File: config.mk
export PLATFORM = sky130hd
export DESIGN_NAME = pwm_multi_flat
export DESIGN_NICKNAME = d
export VERILOG_FILES = /design/src/rtl/pwm_multi_pkg.sv /design/src/rtl/pwm_multi_if.sv /design/src/rtl/pwm_multi_channel.sv /design/src/rtl/pwm_multi.sv /design/src/flat_wrapper.sv
export SDC_FILE = /design/constraint.sdc
export NUM_CORES = 1
export LEC_CHECK = 0
export ABC_AREA = 1
export BUFFER_PORTS_ARGS = -buffer_cell sky130_fd_sc_hd__clkbuf_2
export CORE_UTILIZATION = 45
export CTS_CLUSTER_SIZE = 30
export DETAILED_ROUTE_END_ITERATION = 8
export HOLD_SLACK_MARGIN = 0.1
export PLACE_DENSITY_LB_ADDON = 0.08
export SETUP_SLACK_MARGIN = 0.3
export SLEW_MARGIN = 20
export SYNTH_ARGS = -nofsm -noshare
export SYNTH_HDL_FRONTEND = slang
export SYNTH_SLANG_ARGS = --single-unit
File: constraint.sdc
create_clock -name clock -period 3.2 [get_ports clock]
set_input_delay 0.32 -clock clock [delete_from_list [all_inputs] [get_ports clock]]
set_output_delay 0.32 -clock clock [all_outputs]
set_load 0.01 [all_outputs]
File: src/rtl/pwm_multi_pkg.sv
// Shared definitions for the multi-channel PWM: register offsets, CTRL bit
// positions, register reset values and the per-channel control record.
package pwm_multi_pkg;

  localparam logic [2:0] REG_MAX  = 3'd0;
  localparam logic [2:0] REG_THR  = 3'd2;
  localparam logic [2:0] REG_CTRL = 3'd4;
  localparam logic [2:0] REG_STAT = 3'd6;

  localparam int CTRL_EN      = 0;
  localparam int CTRL_INV     = 1;
  localparam int CTRL_ONESHOT = 2;
  localparam int CTRL_PSC_LO  = 8;
  localparam int CTRL_PSC_HI  = 15;

  localparam logic [15:0] MAX_RST = 16'hFFFF;
  localparam logic [15:0] THR_RST = 16'h8000;

  typedef struct packed {
    logic [7:0] psc;
    logic       oneshot;
    logic       inv;
    logic       en;
  } ctrl_t;

endpackage

File: src/rtl/pwm_multi_if.sv
// CPU I/O bus slice seen by the PWM block: chip select, write strobe,
// byte address, write data and combinational readback.
interface pwm_multi_if #(
  parameter int ADDR_W = 5
) ();
  logic              pwmCtrl;
  logic              write_enable;
  logic [ADDR_W-1:0] address;
  logic [15:0]       write_data_in;
  logic [15:0]       read_data_out;

  modport master (
    output pwmCtrl, write_enable, address, write_data_in,
    input  read_data_out
  );

  modport slave (
    input  pwmCtrl, write_enable, address, write_data_in,
    output read_data_out
  );
endinterface

File: src/rtl/pwm_multi_channel.sv
// One PWM channel: shadow/active period and compare, prescaler, counter,
// one-shot handling, registered output and register readback.
module pwm_multi_channel
  import pwm_multi_pkg::*;
#(
  parameter int WIDTH = 16
) (
  input  logic        clock,
  input  logic        reset,
  input  logic        wr,
  input  logic [2:0]  offset,
  input  logic [15:0] wdata,
  output logic [15:0] rdata,
  output logic        pwm,
  output logic        pend
);

  typedef logic [WIDTH-1:0] word_t;

  word_t      max_sh, thr_sh, max_act, thr_act, cnt;
  word_t      max_sh_n, thr_sh_n, max_act_n, thr_act_n, cnt_n;
  logic [7:0] pre, pre_n;
  ctrl_t      ctrl, ctrl_n;
  logic       done, done_n;
  logic       tick, wrap, pwm_n;
  logic       unused_wdata;

  assign unused_wdata = ^wdata[CTRL_PSC_LO-1:CTRL_ONESHOT+1];
  assign tick = ctrl.en && (pre == ctrl.psc);
  assign wrap = tick && (cnt == max_act);

  // NOTE: next-state logic is combinational with blocking assignments and a
  // default for every variable first, so no latch can be inferred.
  always_comb begin
    max_sh_n  = max_sh;
    thr_sh_n  = thr_sh;
    max_act_n = max_act;
    thr_act_n = thr_act;
    cnt_n     = cnt;
    pre_n     = pre;
    ctrl_n    = ctrl;
    done_n    = done;

    if (ctrl.en) begin
      if (tick) begin
        pre_n = '0;
        if (wrap) begin
          cnt_n     = '0;
          max_act_n = max_sh;
          thr_act_n = thr_sh;
          if (ctrl.oneshot) begin
            ctrl_n.en = 1'b0;
            done_n    = 1'b1;
          end
        end else begin
          cnt_n = cnt + 1'b1;
        end
      end else begin
        pre_n = pre + 1'b1;
      end
    end

    // Bus writes are applied after counting so they win over a one-shot
    // clear, while a wrap still picks up the shadow value held before the write.
    if (wr) begin
      case (offset)
        REG_MAX: begin
          max_sh_n = wdata[WIDTH-1:0];
          if (!ctrl.en) max_act_n = wdata[WIDTH-1:0];
        end
        REG_THR: begin
          thr_sh_n = wdata[WIDTH-1:0];
          if (!ctrl.en) thr_act_n = wdata[WIDTH-1:0];
        end
        REG_CTRL: begin
          ctrl_n.en      = wdata[CTRL_EN];
          ctrl_n.inv     = wdata[CTRL_INV];
          ctrl_n.oneshot = wdata[CTRL_ONESHOT];
          ctrl_n.psc     = wdata[CTRL_PSC_HI:CTRL_PSC_LO];
          done_n         = 1'b0;
          if (wdata[CTRL_EN] != ctrl.en) begin
            max_act_n = max_sh;
            thr_act_n = thr_sh;
            if (wdata[CTRL_EN]) begin
              cnt_n = '0;
              pre_n = '0;
            end
          end
        end
        default: ;
      endcase
    end

    pwm_n = ctrl_n.en ? ((cnt_n < thr_act_n) ^ ctrl_n.inv) : ~ctrl_n.inv;
  end

  // NOTE: state registers use non-blocking assignments only.
  always_ff @(negedge clock or negedge reset) begin
    if (!reset) begin
      max_sh  <= MAX_RST[WIDTH-1:0];
      thr_sh  <= THR_RST[WIDTH-1:0];
      max_act <= MAX_RST[WIDTH-1:0];
      thr_act <= THR_RST[WIDTH-1:0];
      cnt     <= '0;
      pre     <= '0;
      ctrl    <= '0;
      done    <= 1'b0;
      pwm     <= 1'b1;
      pend    <= 1'b0;
    end else begin
      max_sh  <= max_sh_n;
      thr_sh  <= thr_sh_n;
      max_act <= max_act_n;
      thr_act <= thr_act_n;
      cnt     <= cnt_n;
      pre     <= pre_n;
      ctrl    <= ctrl_n;
      done    <= done_n;
      pwm     <= pwm_n;
      pend    <= wrap;
    end
  end

  always_comb begin
    rdata = '0;
    case (offset)
      REG_MAX:  rdata[WIDTH-1:0] = max_sh;
      REG_THR:  rdata[WIDTH-1:0] = thr_sh;
      REG_CTRL: rdata = {ctrl.psc, 5'b0, ctrl.oneshot, ctrl.inv, ctrl.en};
      REG_STAT: rdata = {14'b0, done, ctrl.en};
      default:  rdata = '0;
    endcase
  end

endmodule

File: src/rtl/pwm_multi.sv
// Multi-channel PWM peripheral: decodes the channel from the byte address,
// instantiates one channel per slot and muxes the readback.
module pwm_multi
  import pwm_multi_pkg::*;
#(
  parameter int CHANNELS = 4,
  parameter int WIDTH    = 16,
  parameter int ADDR_W   = 5
) (
  input  logic                clock,
  input  logic                reset,
  pwm_multi_if.slave          bus,
  output logic [CHANNELS-1:0] PWM_output,
  output logic [CHANNELS-1:0] period_end
);

  localparam int CH_W = ADDR_W - 3;

  logic [CH_W-1:0] ch;
  logic [2:0]      offset;
  logic [15:0]     rd [CHANNELS];

  assign ch     = bus.address[ADDR_W-1:3];
  assign offset = bus.address[2:0];

  for (genvar i = 0; i < CHANNELS; i++) begin : g_ch
    logic wr;
    assign wr = bus.pwmCtrl && bus.write_enable && (ch == CH_W'(i));

    pwm_multi_channel #(.WIDTH(WIDTH)) u_channel (
      .clock  (clock),
      .reset  (reset),
      .wr     (wr),
      .offset (offset),
      .wdata  (bus.write_data_in),
      .rdata  (rd[i]),
      .pwm    (PWM_output[i]),
      .pend   (period_end[i])
    );
  end

  // Unmatched channel numbers fall through to zero.
  always_comb begin
    bus.read_data_out = '0;
    if (bus.pwmCtrl) begin
      for (int i = 0; i < CHANNELS; i++) begin
        if (ch == CH_W'(i)) bus.read_data_out = rd[i];
      end
    end
  end

endmodule

File: src/flat_wrapper.sv
// flat-port wrapper written by rule: the top's interface ports become plain ports
module pwm_multi_flat import pwm_multi_pkg::*;
#(
  parameter int CHANNELS = 4,
  parameter int WIDTH    = 16,
  parameter int ADDR_W   = 5
)
  (clock, reset, PWM_output, period_end, bus_pwmCtrl, bus_write_enable, bus_address, bus_write_data_in, bus_read_data_out);
  pwm_multi_if #(.ADDR_W(ADDR_W)) bus_i ();
  input  logic clock;
  input  logic reset;
  output logic [CHANNELS-1:0] PWM_output;
  output logic [CHANNELS-1:0] period_end;
  input wire logic [$bits(bus_i.pwmCtrl)-1:0] bus_pwmCtrl;
  input wire logic [$bits(bus_i.write_enable)-1:0] bus_write_enable;
  input wire logic [$bits(bus_i.address)-1:0] bus_address;
  input wire logic [$bits(bus_i.write_data_in)-1:0] bus_write_data_in;
  output wire logic [$bits(bus_i.read_data_out)-1:0] bus_read_data_out;
  assign bus_i.pwmCtrl = bus_pwmCtrl;
  assign bus_i.write_enable = bus_write_enable;
  assign bus_i.address = bus_address;
  assign bus_i.write_data_in = bus_write_data_in;
  assign bus_read_data_out = bus_i.read_data_out;
  pwm_multi #(.CHANNELS(CHANNELS), .WIDTH(WIDTH), .ADDR_W(ADDR_W)) u_core (.clock(clock), .reset(reset), .bus(bus_i), .PWM_output(PWM_output), .period_end(period_end));
endmodule
# Word-level counts from Yosys, hierarchy flattened
# Cells that the tools add are included.
# totals
ff_bits	408
in_bits	25
output_inout_bits	24
elab_cells	286
# op_classes
n_addsub	8
n_lt_le_gt_ge	4
eq_ne	18
n_mux	169
bitwise	8
reduce_logical	27
# op_table
op	n
2-to-1 mux 16 bit	81
one-hot mux 16 bit (2 select lines)	8
one-hot mux 16 bit (4 select lines)	4
2-to-1 mux 8 bit	24
adder 16 x 1 -> 16 bit (second input constant)	4
equality test 16 bit	4
less-than comparator 16 bit	4
2-to-1 mux 1 bit	44
adder 8 x 1 -> 8 bit (second input constant)	4
equality test 8 bit	4
AND reduction 2 bit	12
2-to-1 mux 2 bit	8
logical AND 1 bit	13
equality test 3 bit (second input constant)	2
equality test 2 bit (second input constant)	2
inequality test 1 bit	4
NOT 1 bit	4
XOR 1 bit	4
equality test 3 x 2 -> 1 bit (second input constant)	1
logical NOT 3 bit	1
equality test 2 x 1 -> 1 bit (second input constant)	1
logical NOT 2 bit	1

# Depth between registers and ports, before layout
# logic_depth
word_depth	13
depth_mapped	28
mapped_depth_nobuf	28

# Cells and area by module
# A second synthesis with hierarchy kept.
# unflattened
cells_unflattened	3493
hier_area_um2	25791.0
# modules_own_cells
module	n_inst	cells_each	area_each_um2
pwm_multi_channel at u_core.g_ch[1].u_channel ...	2	838	6284.8
pwm_multi_channel at u_core.g_ch[0].u_channel	1	833	6268.5
pwm_multi_channel at u_core.g_ch[3].u_channel	1	837	6244.7
pwm_multi	1	147	708.2

==> results.sh <==
export IMPL_synth_fa_ha_area_share_pct=3.34
export IMPL_cts_buffer_depth=3
export IMPL_worstSkewPairLatency_ps=660
export IMPL_irDropWorstVdd_v=0.000554
export IMPL_seq_area_frac_synth_pct=40.8
export IMPL_rsz0062_at_grt="yes"
export IMPL_antenna_found_initial=2
export IMPL_cts_buffers=50
export IMPL_vias_per_cell=5.61
export IMPL_dr_pass1_iters=9
export IMPL_crit_arrival_ps=3290
export IMPL_gp_congestion=1.02
export IMPL_maxCapViolations=0
export IMPL_drt_iter0_drc=3422
export IMPL_powerDensity_mw_per_mm2=597
export IMPL_hp_class="flip-flop to flip-flop"
export IMPL_p_clk_share_pct=29.4
export IMPL_netlist_area_sq_mm=0.0254
export IMPL_netlist_area_leader_share_pct=26.4
export IMPL_end_kind="flip-flop"
export IMPL_yosys_area_share_simple_pct=21.6
export IMPL_slew_viol_final=0
export IMPL_grt_pass1_vias=28432
export IMPL_dp_cells=5032
export IMPL_p_switching_uw=8550
export IMPL_synth_warning_count=0
export IMPL_finalSetupViolations=110
export IMPL_relSlewSlack_pct=50.7
export IMPL_async_flop_share_pct=100
export IMPL_clock_skew_ps=72.2
export IMPL_rr_worst_depth=25
export IMPL_synthTopCellsByArea="dfrtn_1, dfstp_2, nand2_1"
export IMPL_p_comb_share_pct=37.6
export IMPL_core_area_sq_mm=0.0555
export IMPL_synth_seq_cells=408
export IMPL_hold_viol=0
export IMPL_die_x_um=240
export IMPL_clkTransAtPathRegs_ps=50
export IMPL_stdcell_count=5345
export IMPL_ant_nets=0
export IMPL_grt_usage_pct=39.0
export IMPL_cts_tree="done"
export IMPL_drt_wl_total_um=115000
export IMPL_io_pins=49
export IMPL_worst_ep_required_time_ps=2180
export IMPL_p_leak_uw=0.0188
export IMPL_gr_total_overflow=0
export IMPL_cts_sinks=408
export IMPL_synth_top_family_by_area="compound AO/OA/AOI/OAI gates"
export IMPL_muxShareOfSynthArea_pct=0
export IMPL_wl_per_cell_um=21.4
export IMPL_io_buffers=48
export IMPL_vias=29999
export IMPL_route_detailed_drc=0
export IMPL_synthXorXnorAreaFrac_pct=2.38
export IMPL_antenna_cells=0
export IMPL_grt_pass1_wl_um=169000
export IMPL_synthFlopType="dfrtn_1"
export IMPL_synth_distinct_cells=57
export IMPL_hpwlAfterDp_um=83200
export IMPL_syn_instance_count=3470
export IMPL_initial_core_util_pct=45.8
export IMPL_synth_largest_area_cell="dfrtn_1"
export IMPL_synthTopCellsByCount="nand2_1, o21ai_0, inv_1"
export IMPL_intPower_uw=14500
export IMPL_clockRootBuffer="clkbuf_16"
export IMPL_swShare_pct=37.1
export IMPL_synth_compound_area_share_pct=21.9
export IMPL_start_kind="input port"
export IMPL_status="complete, but fails checks"
export IMPL_num_rows=86
export IMPL_final_nets=4650
export IMPL_area_delta_synth_final_pct=51.7
export IMPL_fp_dieH_um=240
export IMPL_synth_nets=3563
export IMPL_worstSetupPathType="input port to flip-flop"
export IMPL_yosysMostFrequentCell="nand2_1"
export IMPL_synth_area_per_cell_sq_um=7.33
export IMPL_critPathMaxFanout=6
export IMPL_synth_enable_flop_cells=0
export IMPL_holdPathStages=2
export IMPL_drive_gt1_share_pct=36.9
export IMPL_dieArea_sq_mm=0.0575
export IMPL_grt_max_degree=63
export IMPL_postCtsHoldBufs=0
export IMPL_fin_ws_ps=-1100
export IMPL_htree_levels=2
export IMPL_power_total_uw=23000
export IMPL_worst_slew_pin_slew_ps=738
export IMPL_fill_cells=4546
export IMPL_seqPwrFrac_pct=32.9
export IMPL_place_ws_ps=-1650
export IMPL_violations="negative setup slack"
sequential cells by signal, indices dropped and copies added, names as in the netlist:
register	cells
u_core.g_ch.u_channel.done	4
u_core.g_ch.u_channel.pend	4
u_core.g_ch.u_channel.max_act	64
u_core.g_ch.u_channel.pre	32
u_core.g_ch.u_channel.thr_act	64
u_core.g_ch.u_channel.ctrl	44
u_core.g_ch.u_channel.cnt	64
u_core.g_ch.u_channel.pwm	4
u_core.g_ch.u_channel.thr_sh	64
u_core.g_ch.u_channel.max_sh	64
per-layer routing:
| layer | part of all wire, % | up-vias | track usage [%] |
|---|---|---|---|
| li1 | - | 13770 | - |
| met1 | 43 | 14392 | 55.1 |
| met2 | 43 | 1540 | 58.3 |
| met3 | 9.7 | 295 | 7.03 |
| met4 | 4.5 | 2 | 16.6 |
| met5 | 0.011 | - | 0 |
critical path, cell delays in order:
cell and delay, ps:
buf_6 100, nor2_4 230, inv_4 60, nor2_4 150
inv_4 90, buf_6 140, nor2_4 120, nor2_2 70
nor2_2 170, clkinv_4 90, buf_4 170, o21ai_0 80
o21ai_1 90, o311ai_0 90, o21ai_1 140, inv_1 80
ha_1 240, nand2_1 80, nor2_1 50, a2111oi_1 410
nand2_1 130, nand2_1 80, nand2_1 50, nand2_1 50
repair_timing:
action | 4_1_cts | 5_1_grt
endpoints found under the setup margin | 277 | 324
cloned | 1 | 4
buffers inserted | 31 | 46
pin swaps | 89 | 73
gates resized for setup | 323 | 293
cells in the final DEF, fill, tap and decap left out, types with 35 or more instances in the layout:
master / n
dfrtn_1: 268
o21ai_0: 405
ha_1: 62
inv_2: 74
buf_4: 881
o21ai_2: 41
nand2_1: 695
dfstp_2: 140
nor2_1: 318
nand3_1: 72
clkbuf_16: 56
buf_12: 45
o21ai_1: 70
o211ai_1: 35
nor2_4: 36
inv_1: 534
xor2_1: 47
o22ai_1: 44
nor3_1: 41
a21oi_1: 101
buf_6: 92
power by group through the flow:
stage,combinational [uW],clock (uW),sequential [uW]
after floorplan,3860,266,7310
after global placement,7540,266,7540
after detailed placement,7720,266,7570
after CTS,8220,6790,7520
after global routing,9480,7170,7670
final,8670,6780,7590
path summary, 6_finish.rpt:
kind	slack, ps	startpoint	endpoint
min	440	u_core.g_ch[3].u_channel.thr_sh[3]$_DFFE_NN0P_	u_core.g_ch[3].u_channel.thr_sh[3]$_DFFE_NN0P_
min in group asynchronous	1100	reset	u_core.g_ch[2].u_channel.cnt[1]$_DFF_NN0_
max reg2reg	-600	u_core.g_ch[1].u_channel.ctrl[5]$_DFFE_NN0P_	u_core.g_ch[1].u_channel.pwm$_DFF_NN1_
max	-1100	bus_address[1]	u_core.g_ch[2].u_channel.pwm$_DFF_NN1_
max in group asynchronous	1250	reset	u_core.g_ch[0].u_channel.max_sh[4]$_DFFE_NN1P_
min reg2reg	440	u_core.g_ch[3].u_channel.thr_sh[3]$_DFFE_NN0P_	u_core.g_ch[3].u_channel.thr_sh[3]$_DFFE_NN0P_
stage by stage:
step / cell area, sq um / util, % / TNS, ps / hold WS (ps)
floorplan: 25900 / - / -13360 / 407
global placement: 33600 / 60.6 / -164470 / 430
detailed placement: 33600 / 60.6 / -177490 / 437
CTS: 37200 / 67.0 / -19900 / 439
global route: 38600 / 69.5 / -44900 / 463
finish: 38600 / 69.5 / -40650 / 439
area by class of cell:
type,instances,area [sq um],area share (%)
flip-flops and latches,408,10400,26.9
clock buffers,62,1400,3.63
repair buffers,1059,8920,23.1
inverters,490,1920,4.97
repair inverters,1,6.26,0.0162
clock inverters,170,817,2.12
multi-input cells,2407,14200,36.8
well taps,748,936,2.43
cell families (layout without fill, tap and decap cells):
kind of cell,after synthesis,in the layout
XOR/XNOR,69,69
buffers and inverters,655,1782
adder cells (fa/ha/maj),68,68
AO/OA/AOI/OAI,954,954
AND/OR/NAND/NOR,1316,1316
flip-flops,408,408
(Power assumes the default switching activity.)
